**config.mk**
```make
export PLATFORM = sky130hd
export DESIGN_NAME = fpconv_rr_scheduler_flat
export DESIGN_NICKNAME = d
export VERILOG_FILES = /design/src/rtl/fpconv_pkg.sv /design/src/rtl/fpconv_rr_scheduler_if.sv /design/src/rtl/floating_point_converter.sv /design/src/rtl/fpconv_rr_scheduler.sv /design/src/flat_wrapper.sv
export SDC_FILE = /design/constraint.sdc
export NUM_CORES = 1
export LEC_CHECK = 0
export BUFFER_PORTS_ARGS = -buffer_cell sky130_fd_sc_hd__buf_2
export CAP_MARGIN = 10
export CORE_ASPECT_RATIO = 0.9
export CORE_UTILIZATION = 55
export DETAILED_ROUTE_END_ITERATION = 16
export PLACE_DENSITY = 0.77
export SYNTH_ARGS = -nofsm -noshare
export SYNTH_HDL_FRONTEND = slang
export SYNTH_SLANG_ARGS = --single-unit
```
**constraint.sdc**
```tcl
create_clock -name clk -period 12.13 [get_ports clk]
set_clock_uncertainty 0.15 [all_clocks]
set_input_delay 2.426 -clock clk [delete_from_list [all_inputs] [get_ports clk]]
set_output_delay 2.426 -clock clk [all_outputs]
set_load 0.05 [all_outputs]
```
**src/rtl/fpconv_pkg.sv**
```systemverilog
// Shared constants and state encoding for the round-robin converter scheduler.
package fpconv_pkg;

    localparam int FPC_DATA_W = 12;
    localparam int FPC_EXP_W  = 3;
    localparam int FPC_FRAC_W = 4;

    typedef enum logic [1:0] {
        IDLE = 2'd0,
        CONV = 2'd1,
        OUT  = 2'd2
    } state_t;

    localparam logic ID_REQ0 = 1'b0;
    localparam logic ID_REQ1 = 1'b1;

endpackage

```
**src/rtl/fpconv_rr_scheduler_if.sv**
```systemverilog
// Request, result and handshake bundle between the sample front-end, the
// scheduler (slave) and the consumer; the bench/front-end side uses master.
interface fpconv_rr_scheduler_if;
    import fpconv_pkg::*;

    logic                         req0_valid;
    logic signed [FPC_DATA_W-1:0] req0_data;
    logic                         req0_ready;
    logic                         req1_valid;
    logic signed [FPC_DATA_W-1:0] req1_data;
    logic                         req1_ready;
    logic                         out_valid;
    logic                         out_ready;
    logic                         out_s;
    logic [FPC_EXP_W-1:0]         out_e;
    logic [FPC_FRAC_W-1:0]        out_f;
    logic                         out_id;

    modport master (
        output req0_valid, req0_data, req1_valid, req1_data, out_ready,
        input  req0_ready, req1_ready, out_valid, out_s, out_e, out_f, out_id
    );

    modport slave (
        input  req0_valid, req0_data, req1_valid, req1_data, out_ready,
        output req0_ready, req1_ready, out_valid, out_s, out_e, out_f, out_id
    );

endinterface

```
**src/rtl/floating_point_converter.sv**
```systemverilog
// Combinational 12-bit two's-complement to sign/exponent/significand converter
// with round-half-up on the significand and saturation at the top exponent.
module floating_point_converter #(
    parameter int DATA_W = 12,
    parameter int EXP_W  = 3,
    parameter int FRAC_W = 4
) (
    input  logic signed [DATA_W-1:0] d,
    output logic                     s,
    output logic [EXP_W-1:0]         e,
    output logic [FRAC_W-1:0]        f
);

    logic [DATA_W-1:0] mag;
    logic [EXP_W-1:0]  e_raw;
    logic [DATA_W:0]   ext;
    logic [FRAC_W-1:0] f_raw;
    logic              rnd;

    function automatic logic [EXP_W+FRAC_W-1:0] round_sat(
        input logic [EXP_W-1:0]  e_in,
        input logic [FRAC_W-1:0] f_in,
        input logic              rnd_in
    );
        logic [FRAC_W:0]             sum;
        logic [EXP_W+FRAC_W-1:0]     res;
        sum = {1'b0, f_in} + (FRAC_W+1)'(rnd_in);
        if (!sum[FRAC_W])
            res = {e_in, sum[FRAC_W-1:0]};
        else if (e_in == {EXP_W{1'b1}})
            res = {e_in, {FRAC_W{1'b1}}};
        else
            res = {e_in + EXP_W'(1), 1'b1, {(FRAC_W-1){1'b0}}};
        return res;
    endfunction

    always_comb begin
        s   = d[DATA_W-1];
        mag = s ? DATA_W'(-d) : DATA_W'(d);
        // only the most negative sample leaves the top bit set after negation
        if (mag[DATA_W-1])
            mag = {1'b0, {(DATA_W-1){1'b1}}};
        e_raw = '0;
        for (int i = FRAC_W; i < DATA_W - 1; i++)
            if (mag[i]) e_raw = EXP_W'(i - FRAC_W + 1);
        // one extra low bit so the rounding bit falls out of the same shift
        ext   = {mag, 1'b0} >> e_raw;
        f_raw = FRAC_W'(ext >> 1);
        rnd   = ext[0];
        {e, f} = round_sat(e_raw, f_raw, rnd);
    end

endmodule

```
**src/rtl/fpconv_rr_scheduler.sv**
```systemverilog
// Round-robin sharing of one floating_point_converter between two requesters.
// Optional macro FPCONV_STATS_EN adds a 16-bit completed-result counter port.
module fpconv_rr_scheduler
    import fpconv_pkg::*;
#(
    parameter int DATA_W = FPC_DATA_W,
    parameter int EXP_W  = FPC_EXP_W,
    parameter int FRAC_W = FPC_FRAC_W
) (
    input logic                  clk,
    input logic                  rst,
    fpconv_rr_scheduler_if.slave bus
`ifdef FPCONV_STATS_EN
    ,
    output logic [15:0]          conv_count
`endif
);

    state_t                   state;
    state_t                   state_nxt;
    logic signed [DATA_W-1:0] d_reg;
    logic                     id_reg;
    logic                     last_grant;
    logic                     grant;
    logic                     grant_id;
    logic                     req0_rdy;
    logic                     req1_rdy;
    logic                     res_valid;
    logic                     res_s;
    logic [EXP_W-1:0]         res_e;
    logic [FRAC_W-1:0]        res_f;
    logic                     res_id;
    logic                     conv_s;
    logic [EXP_W-1:0]         conv_e;
    logic [FRAC_W-1:0]        conv_f;
    logic                     accept;

    floating_point_converter #(
        .DATA_W (DATA_W),
        .EXP_W  (EXP_W),
        .FRAC_W (FRAC_W)
    ) u_conv (
        .d (d_reg),
        .s (conv_s),
        .e (conv_e),
        .f (conv_f)
    );

    assign accept = res_valid && bus.out_ready;

    always_comb begin
        state_nxt = state;
        grant     = 1'b0;
        grant_id  = ID_REQ0;
        req0_rdy  = 1'b0;
        req1_rdy  = 1'b0;
        case (state)
            IDLE: begin
                // on contention the requester not served last time wins
                if (bus.req0_valid && bus.req1_valid) begin
                    grant    = 1'b1;
                    grant_id = ~last_grant;
                end else if (bus.req0_valid) begin
                    grant    = 1'b1;
                    grant_id = ID_REQ0;
                end else if (bus.req1_valid) begin
                    grant    = 1'b1;
                    grant_id = ID_REQ1;
                end
                if (grant) begin
                    state_nxt = CONV;
                    req0_rdy  = (grant_id == ID_REQ0);
                    req1_rdy  = (grant_id == ID_REQ1);
                end
            end
            CONV:    state_nxt = OUT;
            OUT:     if (accept) state_nxt = IDLE;
            default: state_nxt = IDLE;
        endcase
    end

    always_ff @(posedge clk or posedge rst) begin
        if (rst) begin
            state      <= IDLE;
            d_reg      <= '0;
            id_reg     <= ID_REQ0;
            last_grant <= ID_REQ1;
            res_valid  <= 1'b0;
            res_s      <= 1'b0;
            res_e      <= '0;
            res_f      <= '0;
            res_id     <= 1'b0;
        end else begin
            state <= state_nxt;
            if (grant) begin
                d_reg      <= (grant_id == ID_REQ1) ? bus.req1_data : bus.req0_data;
                id_reg     <= grant_id;
                last_grant <= grant_id;
            end
            if (state == CONV) begin
                res_s     <= conv_s;
                res_e     <= conv_e;
                res_f     <= conv_f;
                res_id    <= id_reg;
                res_valid <= 1'b1;
            end
            if (state == OUT && accept)
                res_valid <= 1'b0;
        end
    end

`ifdef FPCONV_STATS_EN
    always_ff @(posedge clk or posedge rst) begin
        if (rst)
            conv_count <= '0;
        else if (accept)
            conv_count <= conv_count + 16'd1;
    end
`endif

    assign bus.req0_ready = req0_rdy;
    assign bus.req1_ready = req1_rdy;
    assign bus.out_valid  = res_valid;
    assign bus.out_s      = res_s;
    assign bus.out_e      = res_e;
    assign bus.out_f      = res_f;
    assign bus.out_id     = res_id;

endmodule

```
**src/flat_wrapper.sv**
```systemverilog
// flat-port wrapper written by rule: the top's interface ports become plain ports
module fpconv_rr_scheduler_flat import fpconv_pkg::*;
#(
    parameter int DATA_W = FPC_DATA_W,
    parameter int EXP_W  = FPC_EXP_W,
    parameter int FRAC_W = FPC_FRAC_W
)
  (clk, rst, bus_req0_valid, bus_req0_data, bus_req1_valid, bus_req1_data, bus_out_ready, bus_req0_ready, bus_req1_ready, bus_out_valid, bus_out_s, bus_out_e, bus_out_f, bus_out_id);
  fpconv_rr_scheduler_if bus_i ();
  input logic clk;
  input logic rst;
  input wire logic [$bits(bus_i.req0_valid)-1:0] bus_req0_valid;
  input wire logic [$bits(bus_i.req0_data)-1:0] bus_req0_data;
  input wire logic [$bits(bus_i.req1_valid)-1:0] bus_req1_valid;
  input wire logic [$bits(bus_i.req1_data)-1:0] bus_req1_data;
  input wire logic [$bits(bus_i.out_ready)-1:0] bus_out_ready;
  output wire logic [$bits(bus_i.req0_ready)-1:0] bus_req0_ready;
  output wire logic [$bits(bus_i.req1_ready)-1:0] bus_req1_ready;
  output wire logic [$bits(bus_i.out_valid)-1:0] bus_out_valid;
  output wire logic [$bits(bus_i.out_s)-1:0] bus_out_s;
  output wire logic [$bits(bus_i.out_e)-1:0] bus_out_e;
  output wire logic [$bits(bus_i.out_f)-1:0] bus_out_f;
  output wire logic [$bits(bus_i.out_id)-1:0] bus_out_id;
  assign bus_i.req0_valid = bus_req0_valid;
  assign bus_i.req0_data = bus_req0_data;
  assign bus_i.req1_valid = bus_req1_valid;
  assign bus_i.req1_data = bus_req1_data;
  assign bus_i.out_ready = bus_out_ready;
  assign bus_req0_ready = bus_i.req0_ready;
  assign bus_req1_ready = bus_i.req1_ready;
  assign bus_out_valid = bus_i.out_valid;
  assign bus_out_s = bus_i.out_s;
  assign bus_out_e = bus_i.out_e;
  assign bus_out_f = bus_i.out_f;
  assign bus_out_id = bus_i.out_id;
  fpconv_rr_scheduler #(.DATA_W(DATA_W), .EXP_W(EXP_W), .FRAC_W(FRAC_W)) u_core (.clk(clk), .rst(rst), .bus(bus_i));
endmodule
```
==> impl_metrics.tcl, run 1 <==
set metrics [dict create \
    synth-edff-count 0 \
    largest_reg_flops 12 \
    synth_common_cells "32 x nand2_1, 27 x o21ai_0, 25 x dfrtp_1" \
    reg2reg_setup_slack_ns 7.33 \
    drt_pass1_iterations 5 \
    ant_nets 0 \
    synth_seq_cells 26 \
    vias 1983 \
    ys_seq_area_frac 0.325 \
    drc_errors 0 \
    grt_max_degree 27 \
    hold_end "u_core.bus.out_s" \
    end_kind "output pin" \
    grt_use_total 0.257 \
    gr-total-overflow 0 \
    max_stage_delay_ns 0.79 \
    synth_most_common_cell "nand2_1" \
    dp_hpwl_um 3540 \
    relSlewSlack 0.363 \
    critPathMaxFanout 15 \
    grt.met2_usage 0.411 \
    rows 20 \
    clock_sinks 26 \
    antenna_found_initial 0 \
    numCtsBuffers 3 \
    top_usage_layer "met2" \
    die_w_um 65.6 \
    cp-start-kind "input pin" \
    slowest_stage "nor3_2" \
    synth.avg_cell_area_um2 8.35 \
    worstPathArrival_ns 4.03 \
    die_y_um 59.3 \
    syn_inst 240 \
    crit_family "simple AND/OR/NAND/NOR gates" \
    gp_congestion 0.902 \
    synth.largest_area_cell "dfrtp_1" \
    syn_nets 273 \
    setup_viol 0 \
    tightest_slew_ns 0.950 \
    crit_required_ns 9.55 \
    vias_per_cell 6.24 \
    status "finished, final reports clean" \
    worstPathCellList "buf_2, nand2_1, nand2_1, nor3_2, buf_2" \
    critical_path_buf_inv_count 2 \
    clockBufferDepth 2 \
    ys.flop_type "dfrtp_1" \
    io_buffer_count 40 \
    cts_tree "built" \
    met1_usage 0.382 \
    rsz0062_at_grt "false" \
    yosysWarnings 0 \
    grt_pass1_vias 1665 \
    clkTransAtPathRegs_ns 0.09 \
    finalMaxSlewViolations 0 \
    postCtsSetupRepairBufs 0 \
    r2r.worst_path.cells 14 \
    synthesis.area_um2 2000 \
    grt_pass1_wl_um 7700 \
    cap_violations 0 \
    dr.first_iter.drc_count 145 \
    hold_depth 2 \
    synth_cell_type_count 61 \
    finalHoldViolations 0 \
    ys_async_sr_fraction 1.00 \
    fmax_ghz 0.151 \
    core_area_um2 3430 \
    cts_root_buf "clkbuf_8" \
    htreeDepth 1 \
    diodes 0 \
    ctsHoldBuffers 0 \
    met3_usage 0.0346 \
    clock_latency_ns 0.27 \
    fp.dieArea_um2 3890 \
    fin_setup_tns_ns 0 \
    routedWlPerCell_um 14.4 \
    finalCriticalPeriod_ns 6.61 \
    reg2reg_to "u_core.bus.out_e[0]" \
    worst_hold_path_type "flop to flop" \
    initial_core_util 0.584 \
    crit_type "input pin to output pin" \
    netlist_top_cells_area "dfrtp_1 31%, o21ai_0 6.7%, nand2_1 6.0%, mux2i_1 3.0%, nor2_1 2.8%" \
    nNetsFinal 308 \
    boundaryPins 41 \
    drt_wl_total_um 4580 \
    yosys.area.top_type_share 0.312 \
    rr_startpoint "u_core.d_reg[3]" \
    cts_resized 0 \
    hp-start "u_core.bus.out_s" \
    fin_crit_sh 0.545 \
    drive_above_1_share 0.212 \
    areaGrowthSynthToFinish_pct 14.3 \
]
-- layout make-up --
type | instances | area (µm²)
Multi-Input combinational cell | 195 | 1270
Fill cell | 279 | 1140
Sequential cell | 26 | 652
Timing Repair Buffer | 41 | 208
Tap cell | 44 | 55.1
Clock buffer | 3 | 41.3
Clock inverter | 1 | 30.0
Inverter | 8 | 30.0
-- tightest hold or removal path: stages (launching register included) --
cell and delay, ns:
dfrtp_1 0.35, nand2_1 0.04, o21ai_0 0.06
-- cells by family after synthesis --
logic type      count (synthesis)  synth area share
simple gates                   85             0.205
fa+ha+maj                       4            0.0250
compound gates                 92             0.332
xor+xnor                        6            0.0300
mux                             8            0.0412
buf+inv                        19            0.0412
flops                          26             0.325
-- routing by layer --
metal  wire length, µm  part of all wire  vias to the layer above
met5                 0                 0                        -
met4                25            0.0055                        0
met3               307             0.067                        4
met2              2040              0.45                       74
met1              2210              0.48                      918
li1                  -                 -                      987
-- through the flow --
stage                     utilization  hold WS, ns  setup WS, ns  area [µm²]  instances
after floorplan                     -        0.289          5.68        2000        240
after global placement          0.647        0.307          5.61        2220        314
after detailed placement        0.647        0.321          5.54        2220        314
after CTS                       0.668        0.341          5.53        2290        318
after global routing            0.668        0.360          5.29        2290        318
final                           0.668        0.332          5.52        2290        318
-- how the worst max path moves through the flow --
stage / startpoint / endpoint / slack, ns / cells after the start
5_1_grt: bus_req0_valid / bus_req1_ready / 5.29 / 5
2_1_floorplan: bus_req0_valid / bus_req1_ready / 5.68 / 4
4_1_cts: bus_req0_valid / bus_req1_ready / 5.53 / 5
6_report: bus_req0_valid / bus_req1_ready / 5.52 / 5
3_3_place_gp: bus_req0_valid / bus_req1_ready / 5.61 / 5
3_5_place_dp: bus_req0_valid / bus_req1_ready / 5.54 / 5
-- layout by cell type (no fill, tap or decap), types with 3 or more instances in the layout --
master / n
nor2_1: 15
a31oi_1: 3
inv_1: 8
a311o_1: 3
mux2i_1: 6
buf_2: 40
ha_1: 4
dfrtp_1: 25
a21oi_1: 11
xor2_1: 4
nor2b_1: 3
o21ai_0: 26
o221ai_1: 5
nor3_1: 6
o22ai_1: 9
nand3_1: 8
a311oi_1: 3
nand2_1: 32
a21o_1: 3
o21a_1: 3
clkbuf_8: 3
nand2b_1: 3
Power of run 1 is not shown: default switching activity piles up to over one toggle a cycle in this logic, so the estimate is an artifact.
==> inputs of run 2 (changes only) <==
Clock period 12.13 ns to 6.7 ns, I/O delays scaled along.
==> impl_metrics.tcl, run 2 (synthesized netlist as in run 1, its figures left out) <==
set metrics [dict create \
    cp-start-kind "flop" \
    grt_pass1_wl_um 7880 \
    numCtsBuffers 3 \
    critPathMaxFanout 7 \
    drive_above_1_share 0.212 \
    clkTransAtPathRegs_ns 0.10 \
    vias_per_cell 6.27 \
    crit_family "simple AND/OR/NAND/NOR gates" \
    fin_crit_sh 0.692 \
    clockBufferDepth 2 \
    ctsHoldBuffers 0 \
    fp.dieArea_um2 3890 \
    drt_wl_total_um 4660 \
    grt_pass1_vias 1739 \
    die_w_um 65.6 \
    gr-total-overflow 0 \
    tightest_slew_ns 0.974 \
    critical_path_buf_inv_count 0 \
    finalHoldViolations 0 \
    postCtsSetupRepairBufs 0 \
    worstPathCellList "nor4_1, nand4_1, o211a_1, nor4_1, nor3b_1, a311oi_1, o221ai_1, ha_1, nand2_1, o31ai_1, o22ai_1, a31oi_1" \
    finalCriticalPeriod_ns 4.64 \
    status "finished, final reports clean" \
    cap_violations 0 \
    regArea_um2 652 \
    slowest_stage "nor4_1" \
    core_area_um2 3430 \
    end_kind "flop" \
    setup_viol 0 \
    grt_max_degree 27 \
    rsz0062_at_grt "false" \
    layout_common_cells "40 x buf_2, 32 x nand2_1, 26 x o21ai_0" \
    crit_required_ns 6.74 \
    rows 20 \
    finalMaxSlewViolations 0 \
    cts_tree "built" \
    vias 1994 \
    gp_congestion 0.917 \
    fin_setup_tns_ns 0 \
    multiInputGateArea_um2 1270 \
    antenna_found_initial 0 \
    largest_reg_flops 12 \
    clock_latency_ns 0.27 \
    ant_nets 0 \
    crit_type "flop to flop" \
    relSlewSlack 0.349 \
    initial_core_util 0.584 \
    fill_cells 283 \
    crit_top_cell "nor4_1" \
    io_buffer_count 40 \
    die_y_um 59.3 \
    routedWlPerCell_um 14.6 \
    drc_errors 0 \
    final_common_cell "buf_2" \
    drt_pass1_iterations 4 \
    htreeDepth 1 \
    areaGrowthSynthToFinish_pct 14.3 \
    cts_resized 0 \
    diodes 0 \
    worst_hold_path_type "flop to flop" \
    nNetsFinal 308 \
    grt_use_total 0.262 \
    fmax_ghz 0.216 \
    boundaryPins 41 \
    clock_sinks 26 \
    max_stage_delay_ns 0.75 \
    dr.first_iter.drc_count 252 \
    cts_root_buf "clkbuf_8" \
    worstPathArrival_ns 4.68 \
    dp_hpwl_um 3580 \
]
==> run 2: cell counts in the layout (fill, tap and decap cells not counted) <==
No cell type changed its count.
==> run 2: routing by layer <==
layer	wire length [µm]	part of all wire	global-route usage
met2	2160	0.46	0.417
met1	2210	0.47	0.382
met5	0	0	0
met3	249	0.053	0.0404
met4	40	0.0086	0.0466
==> run 2: final timing paths <==
check                           slack, ns  cells after the start              from                    to
worst min register to register       0.33                      2  u_core.bus.out_s      u_core.bus.out_s
min in group asynchronous            1.12                      2               rst  u_core.bus.out_valid
worst min-delay path                 0.33                      2  u_core.bus.out_s      u_core.bus.out_s
max in group asynchronous            4.70                      2               rst       u_core.d_reg[7]
worst max register to register       2.06                     12   u_core.d_reg[4]   u_core.bus.out_f[1]
worst max-delay path                 2.06                     12   u_core.d_reg[4]   u_core.bus.out_f[1]
==> run 2: tightest hold or removal path: cells and delay by family (launching register included) <==
family	cells	cell delay (ns)
DFF	1	0.35
AOI/OAI and AO/OA	1	0.06
and+or+nand+nor	1	0.04
==> run 2: metrics by stage <==
stage               worst slack, ns  hold WS, ns  cells   util  area [µm²]
floorplan                      2.42        0.289    240      -        2000
global placement               2.28        0.308    314  0.647        2220
CTS                            2.17        0.337    318  0.668        2290
global route                   1.64        0.355    318  0.668        2290
detailed placement             2.18        0.318    314  0.647        2220
finish                         2.06        0.332    318  0.668        2290
==> run 2: final cells by class <==
cell class / count / share of cell area
Clock inverter: 1 / 0.0131
Multi-Input combinational cell: 195 / 0.556
Inverter: 8 / 0.0131
Clock buffer: 3 / 0.0180
Timing Repair Buffer: 41 / 0.0907
Tap cell: 44 / 0.0240
Sequential cell: 26 / 0.285
Power of run 2 is left out for the same reason.
